`src/rtl/ble_auth_rx.sv`:
```
// BLE command link front end: 8N1 serial receiver feeding the power authorisation FSM.
// GO_CODE authorises power; STOP_CODE drops it once the rider has stepped off.
module ble_auth_rx #(
  parameter int          BAUD_DIV  = 2604,
  parameter logic [7:0]  GO_CODE   = 8'h47,
  parameter logic [7:0]  STOP_CODE = 8'h53
) (
  input  logic       clk,
  input  logic       rst,
  input  logic       RX,
  input  logic       rider_off,
  output logic [7:0] rx_data,
  output logic       rx_rdy,
  output logic       frame_err,
  output logic       pwr_up
);

  localparam int CW = $clog2(BAUD_DIV + 1);
  localparam logic [CW-1:0] BAUD_FULL = CW'(BAUD_DIV);
  localparam logic [CW-1:0] BAUD_HALF = CW'(BAUD_DIV / 2);

  typedef enum logic [1:0] {IDLE, START, DATA, STOP} rx_state_t;
  typedef enum logic [1:0] {OFF, PWR1, PWR2} auth_state_t;

  rx_state_t   rx_state_reg;
  auth_state_t auth_state_reg;
  logic        rx_s1_reg, rx_s2_reg, rx_s3_reg;
  logic [CW-1:0] baud_cnt_reg;
  logic [3:0]  bit_cnt_reg;
  logic [8:0]  shift_reg;
  logic        rx_fall;

  // Preset high so reset never looks like a start-bit edge.
  always_ff @(posedge clk or posedge rst) begin
    if (rst) begin
      rx_s1_reg <= 1'b1;
      rx_s2_reg <= 1'b1;
      rx_s3_reg <= 1'b1;
    end else begin
      rx_s1_reg <= RX;
      rx_s2_reg <= rx_s1_reg;
      rx_s3_reg <= rx_s2_reg;
    end
  end

  assign rx_fall = rx_s3_reg & ~rx_s2_reg;

  always_ff @(posedge clk or posedge rst) begin
    if (rst) begin
      rx_state_reg <= IDLE;
      baud_cnt_reg <= '0;
      bit_cnt_reg  <= '0;
      shift_reg    <= '0;
      rx_data      <= 8'h00;
      rx_rdy       <= 1'b0;
      frame_err    <= 1'b0;
    end else begin
      rx_rdy    <= 1'b0;
      frame_err <= 1'b0;
      case (rx_state_reg)
        IDLE: begin
          if (rx_fall) begin
            rx_state_reg <= START;
            bit_cnt_reg  <= '0;
            baud_cnt_reg <= BAUD_HALF;
          end
        end
        START: begin
          if (baud_cnt_reg == '0) begin
            // A start bit that is high again at mid-bit was only a glitch.
            if (!rx_s2_reg) begin
              rx_state_reg <= DATA;
              baud_cnt_reg <= BAUD_FULL;
            end else begin
              rx_state_reg <= IDLE;
            end
          end else begin
            baud_cnt_reg <= baud_cnt_reg - 1'b1;
          end
        end
        DATA: begin
          if (baud_cnt_reg == '0) begin
            shift_reg    <= {rx_s2_reg, shift_reg[8:1]};
            baud_cnt_reg <= BAUD_FULL;
            bit_cnt_reg  <= bit_cnt_reg + 1'b1;
            if (bit_cnt_reg == 4'd7)
              rx_state_reg <= STOP;
          end else begin
            baud_cnt_reg <= baud_cnt_reg - 1'b1;
          end
        end
        STOP: begin
          if (baud_cnt_reg == '0) begin
            if (rx_s2_reg) begin
              rx_data <= shift_reg[8:1];
              rx_rdy  <= 1'b1;
            end else begin
              frame_err <= 1'b1;
            end
            rx_state_reg <= IDLE;
          end else begin
            baud_cnt_reg <= baud_cnt_reg - 1'b1;
          end
        end
        default: rx_state_reg <= IDLE;
      endcase
    end
  end

  always_ff @(posedge clk or posedge rst) begin
    if (rst) begin
      auth_state_reg <= OFF;
      pwr_up         <= 1'b0;
    end else begin
      case (auth_state_reg)
        OFF: begin
          if (rx_rdy && rx_data == GO_CODE) begin
            auth_state_reg <= PWR1;
            pwr_up         <= 1'b1;
          end
        end
        PWR1: begin
          if (rx_rdy && rx_data == STOP_CODE) begin
            if (rider_off) begin
              auth_state_reg <= OFF;
              pwr_up         <= 1'b0;
            end else begin
              auth_state_reg <= PWR2;
            end
          end
        end
        PWR2: begin
          // A fresh GO wins over the rider leaving in the same cycle.
          if (rx_rdy && rx_data == GO_CODE) begin
            auth_state_reg <= PWR1;
          end else if (rider_off) begin
            auth_state_reg <= OFF;
            pwr_up         <= 1'b0;
          end
        end
        default: begin
          auth_state_reg <= OFF;
          pwr_up         <= 1'b0;
        end
      endcase
    end
  end

endmodule

```
`config.mk`:
```
export PLATFORM = sky130hd
export DESIGN_NAME = ble_auth_rx
export DESIGN_NICKNAME = d
export VERILOG_FILES = /design/src/rtl/ble_auth_rx.sv
export SDC_FILE = /design/constraint.sdc
export NUM_CORES = 1
export LEC_CHECK = 0
export BUFFER_PORTS_ARGS = -buffer_cell sky130_fd_sc_hd__clkbuf_2
export CAP_MARGIN = 10
export CORE_MARGIN = 5
export CORE_UTILIZATION = 38
export DETAILED_ROUTE_END_ITERATION = 8
export PLACE_DENSITY = 0.56
export SYNTH_ARGS = -nofsm -noshare
export SYNTH_HDL_FRONTEND = slang
export SYNTH_SLANG_ARGS = --single-unit
```
`constraint.sdc`:
```
create_clock -name clk -period 2.9 [get_ports clk]
set_input_delay 0.435 -clock clk [delete_from_list [all_inputs] [get_ports clk]]
set_output_delay 0.435 -clock clk [all_outputs]
set_load 0.02 [all_outputs]
```
==> results of run 1 <==
worst max path at each step:
stage                       to  cells after the start             from
2_1_floorplan       rx_data[0]                      7  baud_cnt_reg[0]
3_3_place_gp        rx_data[1]                      6  baud_cnt_reg[0]
3_5_place_dp        rx_data[2]                      6  baud_cnt_reg[0]
4_1_cts             rx_data[1]                      6  baud_cnt_reg[0]
5_1_grt        baud_cnt_reg[1]                      6  baud_cnt_reg[0]
6_report            rx_data[3]                      6  baud_cnt_reg[0]
cell usage after synthesis, drive strengths merged, types with 2 or more instances:
cell type  count  share of area, %
or4            4               1.4
or3            4               1.0
clkbuf         3              0.46
nand2         11               1.8
inv           13               2.0
and3b          2              0.71
a41oi          3               1.1
nor2b          2              0.51
o22ai          2              0.51
dfrtp         39                40
nand2b         6               1.5
or2            3              0.76
a31oi          5               1.3
nand4          8               2.0
o21ai          6               1.2
o211ai         2              0.61
mux2          18               9.5
nor4           3               1.6
o31ai          3              0.92
ha            12               6.1
a2111oi        3               1.3
o22a           3               1.1
buf            5               1.9
nor2          12               1.8
a21oi          3              0.61
a211oi         6               1.8
nor3           4               1.3
and3           2              0.76
dfstp          3               3.2
o311ai         4               1.4
nand3         11               2.2
or4b           2              0.82
power by group:
group          switching (uW)  internal [uW]  leakage (uW)
clock network             234            172     0.0000408
logic                     662            436      0.000599
registers                 143            691      0.000556
total                    1040           1300       0.00120
critical path, stage by stage (launching register included):
cell and delay, ns:
dfrtp_1 0.42, inv_1 0.09, ha_1 0.19, or3b_2 0.50, nor3_4 0.32, and3_4 0.35, mux2_4 0.31
cell type report:
cell class                      count  area, um2
Fill cell                         628       3620
Inverter                           13       48.8
Clock inverter                      3       23.8
Sequential cell                    42       1050
Tap cell                           77       96.3
Clock buffer                        5       68.8
Multi-Input combinational cell    163       1290
Timing Repair Buffer               17        105
cell families (layout without fill, tap and decap cells):
family                   after synthesis  after routing  share of synthesized area [%]
multiplexers                          19             19                           9.88
buffers and inverters                 21             38                           4.33
adder cells (fa/ha/maj)               12             12                           6.11
AO/OA/AOI/OAI                         51             51                           15.8
AND/OR/NAND/NOR                       81             81                           20.9
flip-flops                            42             42                           42.9
layer usage:
metal / share of wire [%] / global-route usage [%] / up-vias
met4: 1.2 / 3.35 / 0
met1: 50 / 18.8 / 895
met3: 5.6 / 3.92 / 5
met5: 0 / 0 / -
li1: - / - / 893
met2: 44 / 18.5 / 50
metrics by stage:
stage,cell area (um2),cells,setup WS [ns]
after floorplan,2460,226,0.753
after global placement,2580,311,0.644
after detailed placement,2580,311,0.612
after CTS,2670,319,0.599
after global routing,2690,320,0.444
final,2690,320,0.614
==> flow_summary.yaml, run 1 <==
worst_setup_path:
  cp-start-kind: "flop"
  required_ns: 3.10
  crit_type: "reg -> reg"
  endpoint_kind: "flop"
  r2r_end: "rx_data[3]"
  r2r_cells: 6
  crit_fanout: 8
  arrival_ns: 2.49
  r2r_start: "baud_cnt_reg[0]"
  rrSetupSlack_ns: 0.61
sta:
  tightest_slew_ns: 0.666
  tns_ns: 0
  setup-violations-final: 0
  whs_ns: -0.000643
  slew_headroom_pct: 55.3
  finalCriticalPeriod_ns: 2.29
  finalHoldViolCount: 3
  drv_slew: 0
  fmax_ghz: 0.437
  period_share_pct: 78.8
  rsz0062_at_grt: "no"
  clock_skew_ns: 0.0117
final_layout:
  synthToLayoutAreaGrowth_pct: 9.63
  final_common_cell: "dfrtp_1"
  utilization_pct: 42.6
  nets: 258
  final_cell_mix: "dfrtp_1, clkbuf_2, inv_1, nor2_1, ha_1"
  final_layout_size_suffix_gt1_share_pct: 26.7
  largest_reg_flops: 12
  diodes: 0
hold_path:
  hold_path_class: "in -> async"
pwr:
  power_leakage_uw: 0.00120
  p_per_area_mw_per_mm2: 869
  ir_drop_v: 0.000484
  total_power_uw: 2340
clock_tree:
  path_clk_slew_ns: 0.09
  clock-root-buffer: "clkbuf_8"
  cts_hold_buf: 0
  cts_tree: "built"
  h-tree-depth: 2
  worstSkewPairLatency_ns: 0.31
  cts-resized-gates: 0
  cts_setup_buffers: 0
  clock_path_buffers: 2
  cts.sinks: 42
  cts_buffers: 5
synth:
  syn_nets: 242
  yosys.cell_types.count: 62
  ys_ff_latch: 42
  synth-main-ff-cell: "dfrtp_1"
  synth_area_mm2: 0.00246
  syn_inst: 226
  synth-seq-area-share_pct: 42.9
  async_flop_share_pct: 100
  synth_area_per_cell_um2: 10.9
  ys_warn_count: 0
  synth_edf_count: 0
drt:
  drt_iter0_drc: 97
  wl_um: 5170
  ant_nets: 0
  viasPerCell: 5.76
  remaining_drc_errors: 0
  firstDrtPassIters: 5
  routedWlPerCell_um: 16.1
  via_count: 1843
die:
  die_area_mm2: 0.00817
  rows: 29
  die_w_um: 90.4
  initial_core_util_pct: 38.9
  num_io_pins: 15
  die_height_um: 90.4
  core_area_mm2: 0.00631
place:
  gp_congestion: 0.905
  dpl.hpwl_um: 3640
  port-buffer-count: 14
run_status:
  violations: "hold timing"
  status: "finished with violations"
global_routing:
  grt_pass1_vias: 1705
  grt_pass1_wl_um: 8660
  grt_overflow: 0
  grtUsageTotal_pct: 12.9
  grt_max_degree: 32
  antenna_found_initial: 0
job:
  drv_cap: 0
(Power assumes the default switching activity.)
==> run 2: changes to the inputs <==
Clock period 2.9 ns to 2.2 ns, I/O delays scaled along.
==> run 2 against run 1 <==
Effect of this change: the run now ends clean; cell count rose by 4.4%; critical path depth did not move; register-to-register slack got worse by 0.45 ns; sequential power rose by 27%; global-route usage rose by 0.65 points; combinational power rose by 50%; hold slack improved by 0.12 ns; highest routed layer unchanged.
==> flow_summary.yaml, run 2 (synthesis gave the netlist of run 1 again) <==
die:
  core_area_mm2: 0.00631
  num_io_pins: 15
  die_area_mm2: 0.00817
  rows: 29
  die_w_um: 90.4
  initial_core_util_pct: 38.9
  die_height_um: 90.4
pwr:
  ir_drop_v: 0.000606
  p_per_area_mw_per_mm2: 1160
  power_leakage_uw: 0.00128
global_routing:
  grt_pass1_wl_um: 9280
  grt_overflow: 0
  grt_pass1_vias: 1907
  antenna_found_initial: 0
  grt_max_degree: 23
  grtUsageTotal_pct: 13.6
worst_setup_path:
  crit_type: "reg -> reg"
  endpoint_kind: "flop"
  cpMaxStageDelayCell: "a2111oi_0"
  cp-start-kind: "flop"
  required_ns: 2.45
  slowest_delay_ns: 0.44
  arrival_ns: 2.28
  worstPathCellList: "inv_1, ha_1, or2_2, nand2b_1, a2111oi_0, a31o_2"
  crit_fanout: 6
final_layout:
  nets: 272
  largest_reg_flops: 12
  synthToLayoutAreaGrowth_pct: 14.0
  final_common_cell: "dfrtp_1"
  stdcell_area_mm2: 0.00280
  fin_cells: 334
  final_layout_size_suffix_gt1_share_pct: 30.4
  n_fill_cell: 617
  final_cell_mix: "dfrtp_1, buf_4, clkbuf_2"
  diodes: 0
clock_tree:
  path_clk_slew_ns: 0.09
  cts_buffers: 5
  worstSkewPairLatency_ns: 0.30
  h-tree-depth: 2
  cts_tree: "built"
  clock_path_buffers: 2
  clock-root-buffer: "clkbuf_8"
  cts.sinks: 42
sta:
  setup_slack_ns: 0.168
  rsz0062_at_grt: "no"
  tightest_slew_ns: 0.491
  slew_headroom_pct: 66.4
  whs_ns: 0.117
  finalHoldViolCount: 0
  finalCriticalPeriod_ns: 2.03
  period_share_pct: 92.4
  setup-violations-final: 0
  fmax_ghz: 0.492
  drv_slew: 0
  tns_ns: 0
  clock_skew_ns: 0.00379
drt:
  wl_um: 5400
  ant_nets: 0
  routedWlPerCell_um: 16.2
  firstDrtPassIters: 4
  remaining_drc_errors: 0
  drt_iter0_drc: 101
  via_count: 1923
  viasPerCell: 5.76
run_status:
  status: "complete, no violations"
place:
  dp_worst_setup_slack_ns: 0.0565
  dpl_cell_area_mm2: 0.00268
  gp_congestion: 0.840
  placed_cells: 324
  dpl.hpwl_um: 3840
  port-buffer-count: 14
hold_path:
  hold_path_class: "in -> reg"
job:
  drv_cap: 0
[run 2: cell types whose count changed in the layout (fill, tap and decap cells not counted), sizes merged]
cell | previous run | this run
buf | 3 | 16
clkinv | 1 | 2
clkinvlp | 2 | 1
dlygate4sd3 | 0 | 1
[run 2: area by class of cell]
cell class                 instances  area (um2)  share of cell area, %
inverter                          13        48.8                   1.74
multi-input combinational        163        1310                   46.6
clock buffer                       5        68.8                   2.46
timing repair buffer              31         200                   7.15
sequential                        42        1050                   37.7
clock inverter                     3        25.0                  0.894
tap                               77        96.3                   3.44
[run 2: worst paths after layout]
check	start	to	slack [ns]	depth (start not counted)
setup / recovery	rx_state_reg[0]	baud_cnt_reg[11]	0.17	6
hold / removal	RX	rx_s1_reg	0.12	1
setup reg to reg	rx_state_reg[0]	baud_cnt_reg[11]	0.17	6
hold reg to reg	rx_s1_reg	rx_s2_reg	0.36	0
max in group asynchronous	rst	rx_s1_reg	1.27	4
min in group asynchronous	rst	auth_state_reg[0]	0.41	3
[run 2: what timing repair did]
item | 4_1_cts | 5_1_grt
setup endpoints to repair | 0 | 18
hold buffers | 1 | 0
endpoints found under the hold margin | 2 | 0
resized for setup | 0 | 3
buffers inserted | 0 | 1
[run 2: where the power goes]
group	switching [uW]	total, uW	internal [uW]	leakage (uW)
Clock	308	538	230	0.0000447
Sequential	150	1060	911	0.000556
Combinational	957	1650	690	0.000683
Total	1420	3250	1830	0.00128
[run 2: critical path: cells and delay by family, from the launching register on]
family                     cells  cell delay (ns)
AOI/OAI and AO/OA              2             0.66
adders and majority gates      1             0.41
buffers and inverters          1             0.12
DFF                            1             0.40
and+or+nand+nor                2             0.38
[run 2: metrics by stage]
step                total power, uW  utilization, %
floorplan                      2190               -
global placement               2680            42.4
detailed placement             2670            42.4
CTS                            3220            44.1
global route                   3500            44.4
finish                         3250            44.4
[run 2: layer usage]
layer	part of all wire, %	vias up	global-route usage (%)	wire (um)
met5	0	-	0	0
met4	1.2	0	4.09	65
met3	4.1	9	3.17	222
met2	45	45	20.9	2450
met1	49	943	19.0	2660
li1	-	926	-	-
